## src/rtl/keypad_pkg.sv

```systemverilog
// keypad_pkg: shared keypad geometry, types and key-code helper
package keypad_pkg;
    localparam int NUM_ROWS = 4;
    localparam int NUM_COLS = 4;
    typedef logic [3:0]  key_code_t;
    typedef logic [15:0] key_map_t;
    function automatic key_code_t key_index(input key_map_t m);
        key_index = '0;
        for (int i = 0; i < 16; i++)
            if (m[i]) key_index = 4'(i);
    endfunction
endpackage

```

## src/rtl/keypad_scanner_if.sv

```systemverilog
// keypad_scanner_if: keypad matrix lines plus key-entry outputs
interface keypad_scanner_if;
    import keypad_pkg::*;
    logic [NUM_COLS-1:0] col_in;
    logic [NUM_ROWS-1:0] row_out;
    logic                key_valid_out;
    key_code_t           key_code_out;
    logic [31:0]         val_out;
    modport master(input col_in, output row_out, key_valid_out, key_code_out, val_out);
    modport slave(output col_in, input row_out, key_valid_out, key_code_out, val_out);
endinterface

```

## src/rtl/keypad_debounce.sv

```systemverilog
// keypad_debounce: accepts a key map once it repeats for DEBOUNCE_SCANS frames
module keypad_debounce
    import keypad_pkg::*;
#(
    parameter int DEBOUNCE_SCANS = 4
) (
    input  logic     clk_in,
    input  logic     rst_in,
    input  logic     frame_i,
    input  key_map_t snap_i,
    output key_map_t map_o,
    output logic     upd_o
);
    key_map_t  cand_q, cand_d, deb_q;
    logic [3:0] st_q, st_d;
    always_comb begin
        cand_d = frame_i ? snap_i : cand_q;
        st_d   = !frame_i ? st_q : (snap_i != cand_q) ? 4'd1 : (st_q == 4'd15) ? st_q : st_q + 4'd1;
        upd_o  = frame_i && (st_d == 4'(DEBOUNCE_SCANS));
        map_o  = upd_o ? cand_d : deb_q;
    end
    always_ff @(posedge clk_in) begin
        if (rst_in) begin
            cand_q <= '0;
            st_q   <= '0;
            deb_q  <= '0;
        end else begin
            cand_q <= cand_d;
            st_q   <= st_d;
            deb_q  <= map_o;
        end
    end
endmodule

```

## src/rtl/keypad_scanner.sv

```systemverilog
// keypad_scanner: scans a 4x4 keypad, debounces frames, emits codes into a hex accumulator
module keypad_scanner
    import keypad_pkg::*;
#(
    parameter int SCAN_COUNT     = 100_000,
    parameter int DEBOUNCE_SCANS = 4
) (
    input logic              clk_in,
    input logic              rst_in,
    keypad_scanner_if.master kp
);
    localparam int CW = $clog2(SCAN_COUNT + 1);
    logic [CW-1:0] cnt_q, cnt_d;
    logic [3:0]    row_q, row_d, sync1_q, sync2_q;
    logic [1:0]    row_idx;
    key_map_t      snap_q, snap_d, map;
    key_code_t     code_q, code_d, idx;
    logic [31:0]   val_q, val_d;
    logic          sample, frame, upd, press, valid_q, armed_q, armed_d;
    keypad_debounce #(.DEBOUNCE_SCANS(DEBOUNCE_SCANS)) u_debounce (
        .clk_in (clk_in),
        .rst_in (rst_in),
        .frame_i(frame),
        .snap_i (snap_d),
        .map_o  (map),
        .upd_o  (upd)
    );
    always_comb begin
        sample  = cnt_q == CW'(SCAN_COUNT);
        frame   = sample && row_q == 4'b0111;
        cnt_d   = sample ? '0 : cnt_q + CW'(1);
        row_d   = sample ? {row_q[2:0], row_q[3]} : row_q;
        row_idx = !row_q[1] ? 2'd1 : !row_q[2] ? 2'd2 : !row_q[3] ? 2'd3 : 2'd0;
        snap_d  = snap_q;
        if (sample) snap_d[{row_idx, 2'b00} +: 4] = ~sync2_q;
        // armed blocks repeats until the keypad has been seen fully released
        idx     = key_index(map);
        press   = upd && $onehot(map) && armed_q;
        armed_d = press ? 1'b0 : (upd && map == '0) ? 1'b1 : armed_q;
        code_d  = press ? idx : code_q;
        val_d   = press ? {val_q[27:0], idx} : val_q;
    end
    always_ff @(posedge clk_in) begin
        if (rst_in) begin
            cnt_q   <= '0;
            row_q   <= 4'b1110;
            sync1_q <= 4'hF;
            sync2_q <= 4'hF;
            snap_q  <= '0;
            valid_q <= 1'b0;
            armed_q <= 1'b1;
            code_q  <= '0;
            val_q   <= '0;
        end else begin
            cnt_q   <= cnt_d;
            row_q   <= row_d;
            sync1_q <= kp.col_in;
            sync2_q <= sync1_q;
            snap_q  <= snap_d;
            valid_q <= press;
            armed_q <= armed_d;
            code_q  <= code_d;
            val_q   <= val_d;
        end
    end
    assign kp.row_out       = row_q;
    assign kp.key_valid_out = valid_q;
    assign kp.key_code_out  = code_q;
    assign kp.val_out       = val_q;
endmodule

```

## src/flat_wrapper.sv

```systemverilog
// flat-port wrapper written by rule: the top's interface ports become plain ports
module keypad_scanner_flat import keypad_pkg::*;
#(
    parameter int SCAN_COUNT     = 100_000,
    parameter int DEBOUNCE_SCANS = 4
)
  (clk_in, rst_in, kp_col_in, kp_row_out, kp_key_valid_out, kp_key_code_out, kp_val_out);
  keypad_scanner_if kp_i ();
  input logic clk_in;
  input logic rst_in;
  input wire logic [$bits(kp_i.col_in)-1:0] kp_col_in;
  output wire logic [$bits(kp_i.row_out)-1:0] kp_row_out;
  output wire logic [$bits(kp_i.key_valid_out)-1:0] kp_key_valid_out;
  output wire logic [$bits(kp_i.key_code_out)-1:0] kp_key_code_out;
  output wire logic [$bits(kp_i.val_out)-1:0] kp_val_out;
  assign kp_i.col_in = kp_col_in;
  assign kp_row_out = kp_i.row_out;
  assign kp_key_valid_out = kp_i.key_valid_out;
  assign kp_key_code_out = kp_i.key_code_out;
  assign kp_val_out = kp_i.val_out;
  keypad_scanner #(.SCAN_COUNT(SCAN_COUNT), .DEBOUNCE_SCANS(DEBOUNCE_SCANS)) u_core (.clk_in(clk_in), .rst_in(rst_in), .kp(kp_i));
endmodule
```

## config.mk

```make
export PLATFORM = sky130hd
export DESIGN_NAME = keypad_scanner_flat
export DESIGN_NICKNAME = d
export VERILOG_FILES = /design/src/rtl/keypad_pkg.sv /design/src/rtl/keypad_scanner_if.sv /design/src/rtl/keypad_debounce.sv /design/src/rtl/keypad_scanner.sv /design/src/flat_wrapper.sv
export SDC_FILE = /design/constraint.sdc
export NUM_CORES = 1
export LEC_CHECK = 0
export ABC_AREA = 1
export BUFFER_PORTS_ARGS = -buffer_cell sky130_fd_sc_hd__buf_2
export CAP_MARGIN = 20
export CORE_UTILIZATION = 45
export DETAILED_ROUTE_END_ITERATION = 8
export GPL_ROUTABILITY_DRIVEN = 0
export GPL_TIMING_DRIVEN = 0
export SYNTH_ARGS = -nofsm -noshare
export SYNTH_HDL_FRONTEND = slang
export SYNTH_SLANG_ARGS = --single-unit
```

## constraint.sdc

```tcl
create_clock -name clk_in -period 7.8 [get_ports clk_in]
set_input_delay 1.17 -clock clk_in [delete_from_list [all_inputs] [get_ports clk_in]]
set_output_delay 1.17 -clock clk_in [all_outputs]
set_load 0.01 [all_outputs]
```

==> results of run 1 <==
==> worst max-delay path: cells and delay by family (launching register included) <==
family	cells	cell delay, ns
AO/OA/AOI/OAI	6	1.30
adder cells (fa/ha/maj)	8	3.10
AND/OR/NAND/NOR	15	1.50
flip-flops	1	0.38
buffers and inverters	10	0.98
==> cell usage after synthesis, drive strengths merged, types with 3 or more instances <==
master    n  area [um^2]
nor3b     5         37.5
a31oi     3         18.8
fa       11          220
a21oi    17         92.6
nor2    181          766
dfxtp   115         2300
ha       28          350
clkinv    4         15.0
inv     116          435
a211oi    4         30.0
o211ai    3         22.5
nand2   183          704
nor3      4         20.0
nand4     9         56.3
clkbuf   16         60.1
o21ai    49          245
o21a     15          138
buf      14          115
or2       8         50.1
nand3b   10         82.6
nand3    52          290
==> logic make-up after synthesis <==
group	count (synthesis)	share of synthesized area, %
xor gates and xnor gates	2	0.285
buffers and inverters	150	10.2
adders and majority gates	39	9.28
DFF	115	37.5
and+or+nand+nor	454	32.9
AOI/OAI and AO/OA	99	9.95
==> sequential cells by signal (all words and copies together) (netlist names) <==
signal	flops
u_core.armed_q	1
u_core.u_debounce.st_q	4
u_core.kp.row_out	4
u_core.cnt_q	17
u_core.u_debounce.deb_q	16
u_core.sync2_q	4
u_core.kp.key_valid_out	1
u_core.sync1_q	4
u_core.snap_q	16
u_core.kp.val_out	32
u_core.u_debounce.cand_q	16
==> cell usage in the layout (no fill, tap or decap), types with 5 or more instances in the layout <==
cell type	instances
nor2_2	24
bufinv_16	5
nand2_2	14
a21oi_1	14
nor2_1	147
nor2_4	9
clkbuf_1	13
inv_2	16
o21a_1	8
inv_1	100
dfxtp_1	111
clkbuf_16	17
nor3b_1	5
buf_4	22
or2_2	8
buf_6	5
nand3b_1	8
fa_1	11
buf_2	48
ha_1	22
nand2_1	168
nand3_2	6
nand4_1	9
o21ai_0	46
nand3_1	42
==> area by class of cell <==
cell class | instances | area share [%]
clock inverter | 13 | 2.74
clock buffer | 18 | 5.76
tap | 176 | 2.89
sequential | 115 | 30.3
buffer | 30 | 2.63
inverter | 120 | 5.97
multi-input combinational | 594 | 45.1
timing repair buffer | 62 | 4.60
==> report_power, final <==
group	total, mW	switching (mW)	internal [mW]
registers	0.592	0.00203	0.590
clock network	0.852	0.279	0.572
logic	0.0258	0.0180	0.00788
total	1.47	0.299	1.17
==> path summary, 6_finish.rpt <==
kind	endpoint	slack (ns)	depth (start not counted)
min	u_core.sync2_q[1]$_SDFF_PP1_	0.41	1
max reg2reg	u_core.kp.val_out[1]$_SDFFE_PP0P_	0.44	39
max	u_core.kp.val_out[1]$_SDFFE_PP0P_	0.44	39
min reg2reg	u_core.sync2_q[1]$_SDFF_PP1_	0.41	1
==> per-layer routing <==
metal | GRT usage (%) | up-vias | share of wire (%)
li1 | - | 2861 | -
met1 | 26.8 | 2356 | 48
met2 | 35.4 | 69 | 48
met3 | 4.55 | 10 | 2.8
met4 | 7.59 | 0 | 1.1
met5 | 0 | - | 0
==> what timing repair did <==
action	4_1_cts	5_1_grt
pin swaps	2	24
gates cloned	0	1
gates resized for setup	11	78
buffers inserted	1	14
setup endpoints to repair	34	34
==> results.sh, run 1 <==
export IMPL_drc=0
export IMPL_layout_min_cycle_time_ns=7.36
export IMPL_critical_path_startpoint_type="flip-flop"
export IMPL_tns_ns=0
export IMPL_finalPower_mw=1.47
export IMPL_wire_per_inst_um=12.6
export IMPL_ctsLongestPathBuffers=2
export IMPL_antenna_cells=0
export IMPL_critPathLaunch="u_core.kp.row_out[1]$_SDFFE_PP1N_"
export IMPL_ant_nets=0
export IMPL_ys_ff_latch=115
export IMPL_syn_avg_cell_area_um2=7.16
export IMPL_slew_viol_final=0
export IMPL_ir_drop_mv=0.143
export IMPL_r2r_start="u_core.kp.row_out[1]$_SDFFE_PP1N_"
export IMPL_seq_area_mm2=0.00231
export IMPL_hold_viol_final=0
export IMPL_grt_pass1_wl_um=23400
export IMPL_area_delta_synth_final_pct=24.0
export IMPL_grt_pass1_vias=4856
export IMPL_netlist_area_mm2=0.00615
export IMPL_cts_buffers=17
export IMPL_worstPathArrival_ns=7.71
export IMPL_drive_above_1_share_pct=22.9
export IMPL_worstMarginPinSlew_ns=0.585
export IMPL_routed_wl_um=14200
export IMPL_vias=5296
export IMPL_final_cells=1128
export IMPL_ys_seq_area_share_pct=37.5
export IMPL_hpwl_um=10500
export IMPL_cts_tree="built"
export IMPL_syn_inst=859
export IMPL_holdWs_ns=0.410
export IMPL_fin_nets=985
export IMPL_clk_latency_ns=0.42
export IMPL_p_per_area_mw_per_mm2=193
export IMPL_ys_async_sr_fraction_pct=0
export IMPL_fmax_mhz=136
export IMPL_cts_sinks=115
export IMPL_synth_edf_count=0
export IMPL_fp_dieH_um=119
export IMPL_dieArea_mm2=0.0141
export IMPL_cp_slowest_cell="fa_1"
export IMPL_io_buffers=46
export IMPL_skew_ns=0.00974
export IMPL_viasPerCell=4.70
export IMPL_fin_ws_ns=0.440
export IMPL_htree_levels=4
export IMPL_core_rowCount=42
export IMPL_synthDistinctLibCells=44
export IMPL_cp_required_ns=8.15
export IMPL_drt_iter0_markers=284
export IMPL_fin_area_mm2=0.00762
export IMPL_synth_warnings=0
export IMPL_multi_input_comb_area_mm2=0.00344
export IMPL_final_core_util_pct=57.3
export IMPL_grt_max_degree=17
export IMPL_cap_violations=0
export IMPL_first_pass_iters=5
export IMPL_hp_class="reg2reg"
export IMPL_synth_fp_nets=904
export IMPL_setup_viol=0
export IMPL_cts_root_buffer="clkbuf_16"
export IMPL_cts_hold_buf=0
export IMPL_end_kind="flip-flop"
export IMPL_start_util_pct=46.2
export IMPL_core_mm2=0.0133
export IMPL_fin_crit_sh_pct=94.4
export IMPL_status="finished, final reports clean"
export IMPL_grt_usage_pct=21.2
export IMPL_dp_cells=1081
export IMPL_critPathMaxFanout=10
export IMPL_ios=47
export IMPL_die_w_um=119
export IMPL_leakagePower_nw=3.40
export IMPL_placed_cell_area_mm2=0.00660
export IMPL_grt_overflow_total=0
export IMPL_hp_start="u_core.sync1_q[1]$_SDFF_PP1_"
export IMPL_slowest_delay_ns=0.54
export IMPL_crit_type="reg2reg"
export IMPL_clkTransAtPathRegs_ns=0.06
export IMPL_dp_slack_ns=-1.28
export IMPL_ys_flop_type="dfxtp_1"
export IMPL_antenna_found_initial=0
export IMPL_slew_headroom_pct=60.6
export IMPL_fillers=1282
Note: power is estimated with default switching activity, not from simulation.
==> run 2: changes to the inputs <==
- CORE_UTILIZATION: 45 -> 55
- PLACE_DENSITY: default -> 0.77
==> results.sh, run 2 (synthesized netlist as in run 1, its figures left out) <==
export IMPL_slowest_delay_ns=0.54
export IMPL_slew_viol_final=0
export IMPL_tns_ns=0
export IMPL_slew_headroom_pct=58.8
export IMPL_setup_viol=0
export IMPL_fin_nets=977
export IMPL_critical_path_startpoint_type="flip-flop"
export IMPL_core_mm2=0.0109
export IMPL_cp_required_ns=8.27
export IMPL_topRoutingLayerUsed="met4"
export IMPL_dieArea_mm2=0.0116
export IMPL_rrSetupSlack_ns=0.34
export IMPL_hold_path_end="u_core.sync2_q[1]$_SDFF_PP1_"
export IMPL_p_per_area_mw_per_mm2=189
export IMPL_largest_reg_flops=32
export IMPL_cap_violations=0
export IMPL_cp_num_cells=39
export IMPL_clk_latency_ns=0.55
export IMPL_worstMarginPinSlew_ns=0.618
export IMPL_r2r_start="u_core.kp.row_out[3]$_SDFFE_PP1N_"
export IMPL_critPathLaunch="u_core.kp.row_out[3]$_SDFFE_PP1N_"
export IMPL_drt_met1_wl_um=6300
export IMPL_vias=5497
export IMPL_grt_pass1_wl_um=22600
export IMPL_holdWs_ns=0.412
export IMPL_worstPathArrival_ns=7.93
export IMPL_leakagePower_nw=3.37
export IMPL_fin_crit_sh_pct=95.7
export IMPL_first_pass_iters=5
export IMPL_cts_buffers=17
export IMPL_drc=0
export IMPL_fmax_mhz=134
export IMPL_grt_overflow_total=0
export IMPL_cp_slowest_cell="fa_1"
export IMPL_wire_per_inst_um=13.0
export IMPL_grt_max_degree=17
export IMPL_antenna_found_initial=0
export IMPL_final_common_cell="nand2_1"
export IMPL_core_rowCount=38
export IMPL_layout_min_cycle_time_ns=7.46
export IMPL_finalPower_mw=1.40
export IMPL_viasPerCell=5.07
export IMPL_hp_start="u_core.sync1_q[1]$_SDFF_PP1_"
export IMPL_wl_met3_um=560
export IMPL_cts_sinks=115
export IMPL_routed_wl_um=14100
export IMPL_crit_type="reg2reg"
export IMPL_grt_usage_pct=25.7
export IMPL_end_kind="flip-flop"
export IMPL_io_buffers=46
export IMPL_most_common_layout_cells="170 x nand2_1, 155 x nor2_1, 112 x dfxtp_1"
export IMPL_skew_ns=0.00900
export IMPL_wl_met2_um=6890
export IMPL_critPathMaxFanout=10
export IMPL_cts_tree="built"
export IMPL_ios=47
export IMPL_r2r_cells=39
export IMPL_area_delta_synth_final_pct=20.7
export IMPL_hpwl_um=9980
export IMPL_clkTransAtPathRegs_ns=0.06
export IMPL_fillers=911
export IMPL_dp_cells=1045
export IMPL_final_cells=1085
export IMPL_start_util_pct=56.5
export IMPL_whs_path_depth=1
export IMPL_grt_pass1_vias=4998
export IMPL_status="finished, final reports clean"
export IMPL_hold_viol_final=0
export IMPL_fp_dieH_um=108
export IMPL_antenna_cells=0
export IMPL_drt_iter0_markers=240
export IMPL_cp_top_family="adder cells"
export IMPL_cts_root_buffer="clkbuf_8"
export IMPL_r2r_end="u_core.kp.val_out[5]$_SDFFE_PP0P_"
export IMPL_drive_above_1_share_pct=20.3
export IMPL_ctsLongestPathBuffers=2
export IMPL_ant_nets=0
export IMPL_ir_drop_mv=0.181
export IMPL_cp_buffers_inverters=11
export IMPL_hp_class="reg2reg"
export IMPL_die_w_um=108
export IMPL_htree_levels=4
==> run 2: cell count changes in the layout (fill, tap and decap cells not counted), sizes merged <==
cell,delta
buf,-6
bufinv,-2
clkbuf,-2
clkinv,+3
clkinvlp,-1
inv,+1
==> run 2: worst reg2reg max path, delay by kind of cell, from the launching register on <==
family | cells | cell delay (ns)
compound gates | 4 | 1.03
buf+inv | 11 | 1.13
flops | 1 | 0.37
fa+ha+maj | 8 | 3.17
simple gates | 16 | 1.70
==> run 2: through the flow <==
stage / setup slack [ns] / util, % / area (um^2)
2_1_floorplan: 0.298 / - / 6150
3_3_place_gp: -1.20 / 60.2 / 6550
3_5_place_dp: -1.26 / 60.2 / 6550
4_1_cts: 0.0266 / 66.0 / 7190
5_1_grt: -0.0299 / 68.1 / 7420
6_report: 0.337 / 68.1 / 7420
==> run 2: how the worst max path moves through the flow <==
stage,to
after floorplan,u_core.kp.val_out[23]$_SDFFE_PP0P_
after global placement,u_core.kp.val_out[26]$_SDFFE_PP0P_
after detailed placement,u_core.kp.val_out[30]$_SDFFE_PP0P_
after CTS,u_core.kp.val_out[5]$_SDFFE_PP0P_
after global routing,u_core.kp.val_out[31]$_SDFFE_PP0P_
final,u_core.kp.val_out[5]$_SDFFE_PP0P_
==> run 2: power breakdown <==
group          leakage (nW)  switching (mW)  internal, mW  total, mW
sequential            0.928         0.00195         0.590      0.592
combinational          2.16          0.0175       0.00775     0.0252
clock                 0.286           0.294         0.489      0.783
total                  3.37           0.313          1.09       1.40
==> run 2: what timing repair did <==
action                                  in CTS  in global routing
buffers inserted                             1                  6
gates resized for setup                     12                 70
endpoints found under the setup margin      34                 33
cloned                                       0                  1
hold buffers                                 0                  0
pin swaps                                    2                 11
==> run 2: area by class of cell <==
class | instances | area, um^2 | share of cell area [%]
clock buffer | 18 | 418 | 5.63
tap | 140 | 175 | 2.36
clock inverter | 14 | 176 | 2.38
sequential | 115 | 2310 | 31.2
multi-input combinational | 594 | 3380 | 45.6
inverter | 120 | 455 | 6.14
buffer | 30 | 210 | 2.83
timing repair buffer | 54 | 288 | 3.88
==> run 2: metal layers <==
metal / vias up / GRT usage (%)
met1: 2493 / 29.8
li1: 2844 / -
met4: 0 / 12.4
met2: 127 / 44.2
met3: 33 / 6.11
met5: - / 0
==> run 3: changes to the inputs <==
- CELL_PAD_IN_SITES_DETAIL_PLACEMENT: default -> 1
- CELL_PAD_IN_SITES_GLOBAL_PLACEMENT: default -> 1
- CORE_UTILIZATION: 55 -> 40
- PLACE_DENSITY: 0.77 -> default
- PLACE_DENSITY_LB_ADDON: default -> 0.1
==> results.sh, run 3 (synthesized netlist as in run 1, its figures left out) <==
export IMPL_end_kind="flip-flop"
export IMPL_core_rowCount=44
export IMPL_hold_viol_final=0
export IMPL_grt_pass1_vias=5841
export IMPL_antenna_found_initial=0
export IMPL_fin_nets=987
export IMPL_fin_crit_sh_pct=95.4
export IMPL_grt_overflow_total=0
export IMPL_worstPathArrival_ns=7.73
export IMPL_setup_viol=0
export IMPL_drc=0
export IMPL_hpwl_um=13000
export IMPL_grt_pass1_wl_um=28500
export IMPL_dp_cells=1089
export IMPL_gr_usage_met2_pct=40.8
export IMPL_status="finished, final reports clean"
export IMPL_ant_nets=0
export IMPL_cts_buffers=17
export IMPL_gr_usage_met1_pct=26.8
export IMPL_cts_tree="built"
export IMPL_rrSetupSlack_ns=0.36
export IMPL_p_per_area_mw_per_mm2=180
export IMPL_pwr_share_clk_pct=54.7
export IMPL_clk_latency_ns=0.43
export IMPL_worstMarginPinSlew_ns=0.668
export IMPL_skew_ns=0.0102
export IMPL_grt_max_degree=17
export IMPL_clkTransAtPathRegs_ns=0.06
export IMPL_htree_levels=4
export IMPL_critPathMaxFanout=10
export IMPL_top_usage_layer="met2"
export IMPL_met3_usage_pct=4.80
export IMPL_r2r_end="u_core.kp.val_out[3]$_SDFFE_PP0P_"
export IMPL_die_w_um=126
export IMPL_most_common_layout_cells="167 x nand2_1, 154 x nor2_1, 112 x dfxtp_1"
export IMPL_grt_usage_pct=22.7
export IMPL_hp_class="reg2reg"
export IMPL_p_int_mw=1.02
export IMPL_drive_above_1_share_pct=23.4
export IMPL_fillers=1899
export IMPL_tns_ns=0
export IMPL_final_common_cell="nand2_1"
export IMPL_slowest_delay_ns=0.57
export IMPL_vias=5661
export IMPL_dieArea_mm2=0.0159
export IMPL_cts_hold_buf=0
export IMPL_switching_share_pct=25.5
export IMPL_wire_per_inst_um=15.2
export IMPL_cts_sinks=115
export IMPL_slew_headroom_pct=55.5
export IMPL_final_cells=1139
export IMPL_io_buffers=46
export IMPL_critPathLaunch="u_core.kp.row_out[3]$_SDFFE_PP1N_"
export IMPL_crit_type="reg2reg"
export IMPL_r2r_cells=39
export IMPL_core_mm2=0.0148
export IMPL_drt_iter0_markers=180
export IMPL_routed_wl_um=17300
export IMPL_leakagePower_nw=3.38
export IMPL_first_pass_iters=4
export IMPL_switching_power_uw=348
export IMPL_layout_min_cycle_time_ns=7.44
export IMPL_cp_slowest_cell="fa_1"
export IMPL_ios=47
export IMPL_slew_viol_final=0
export IMPL_antenna_cells=0
export IMPL_largest_reg_flops=32
export IMPL_critPathCapture="u_core.kp.val_out[3]$_SDFFE_PP0P_"
export IMPL_viasPerCell=4.97
export IMPL_start_util_pct=41.7
export IMPL_fp_dieH_um=126
export IMPL_seqPwrFrac_pct=43.3
export IMPL_ctsLongestPathBuffers=2
export IMPL_cts_root_buffer="clkbuf_16"
export IMPL_fmax_mhz=134
export IMPL_critical_path_startpoint_type="flip-flop"
export IMPL_area_delta_synth_final_pct=23.4
export IMPL_cp_required_ns=8.09
export IMPL_r2r_start="u_core.kp.row_out[3]$_SDFFE_PP1N_"
export IMPL_cap_violations=0
export IMPL_ir_drop_mv=0.155
export IMPL_pwr_share_comb_pct=2.0
[run 3: changes by cell type in the layout (fill, tap and decap cells not counted), moves of 3 or more]
cell        change
o21ai_0        -10
o21ai_2         +9
buf_4           +8
inv_8           +5
buf_6           +3
bufinv_16       -3
clkinv_4        -3
clkinvlp_4      +3
inv_2           +3
nand2_1         -3
nand2_2         +3
[run 3: routing by layer]
metal | vias to the layer above | wire [um]
met5 | - | 0
met4 | 0 | 299
met3 | 22 | 467
met2 | 64 | 8820
met1 | 2715 | 7690
li1 | 2860 | -
[run 3: worst max-delay path: cells and delay by family, from the launching register on]
family	cells	cell delay [ns]
buf+inv	11	1.06
fa+ha+maj	8	3.08
simple gates	16	1.85
compound gates	4	0.90
flops	1	0.38
[run 3: worst min path at each step]
stage | cells after the start | startpoint | end
floorplan | 1 | u_core.sync1_q[0]$_SDFF_PP1_ | u_core.sync2_q[0]$_SDFF_PP1_
global placement | 1 | u_core.sync1_q[3]$_SDFF_PP1_ | u_core.sync2_q[3]$_SDFF_PP1_
detailed placement | 1 | u_core.sync1_q[2]$_SDFF_PP1_ | u_core.sync2_q[2]$_SDFF_PP1_
CTS | 1 | u_core.sync1_q[2]$_SDFF_PP1_ | u_core.sync2_q[2]$_SDFF_PP1_
global route | 1 | u_core.sync1_q[2]$_SDFF_PP1_ | u_core.sync2_q[2]$_SDFF_PP1_
finish | 1 | u_core.sync1_q[2]$_SDFF_PP1_ | u_core.sync2_q[2]$_SDFF_PP1_
[run 3: layout make-up]
class                      count  area, um^2  share of cell area (%)
sequential                   115        2310                    30.5
timing repair buffer          64         370                    4.88
tap                          184         230                    3.03
inverter                     120         454                    5.99
clock inverter                15         139                    1.83
buffer                        30         215                    2.84
clock buffer                  17         425                    5.61
multi-input combinational    594        3440                    45.3
[run 3: metrics by stage]
stage                     util, %  power (mW)  cell area, um^2  hold WS, ns  worst slack (ns)
after floorplan                 -       0.622             6150        0.389             0.298
after global placement       44.8       0.631             6610        0.401            -0.972
after detailed placement     44.8       0.632             6610        0.399             -1.27
after CTS                    49.1        1.38             7250        0.418            0.0378
after global routing         51.4        1.41             7590        0.428            -0.118
final                        51.4        1.37             7590        0.416             0.357
[run 3: what timing repair did]
action | 4_1_cts | 5_1_grt
pin swaps | 3 | 27
setup buffers | 2 | 15
endpoints found under the setup margin | 34 | 33
resized for setup | 18 | 96
gates cloned | 0 | 1
[run 3: power by group through the flow]
stage / sequential (mW) / combinational [mW] / clock (mW)
finish: 0.591 / 0.0278 / 0.748
global route: 0.592 / 0.0316 / 0.784
CTS: 0.592 / 0.0266 / 0.757
detailed placement: 0.605 / 0.0264 / 0
global placement: 0.605 / 0.0255 / 0
floorplan: 0.605 / 0.0168 / 0
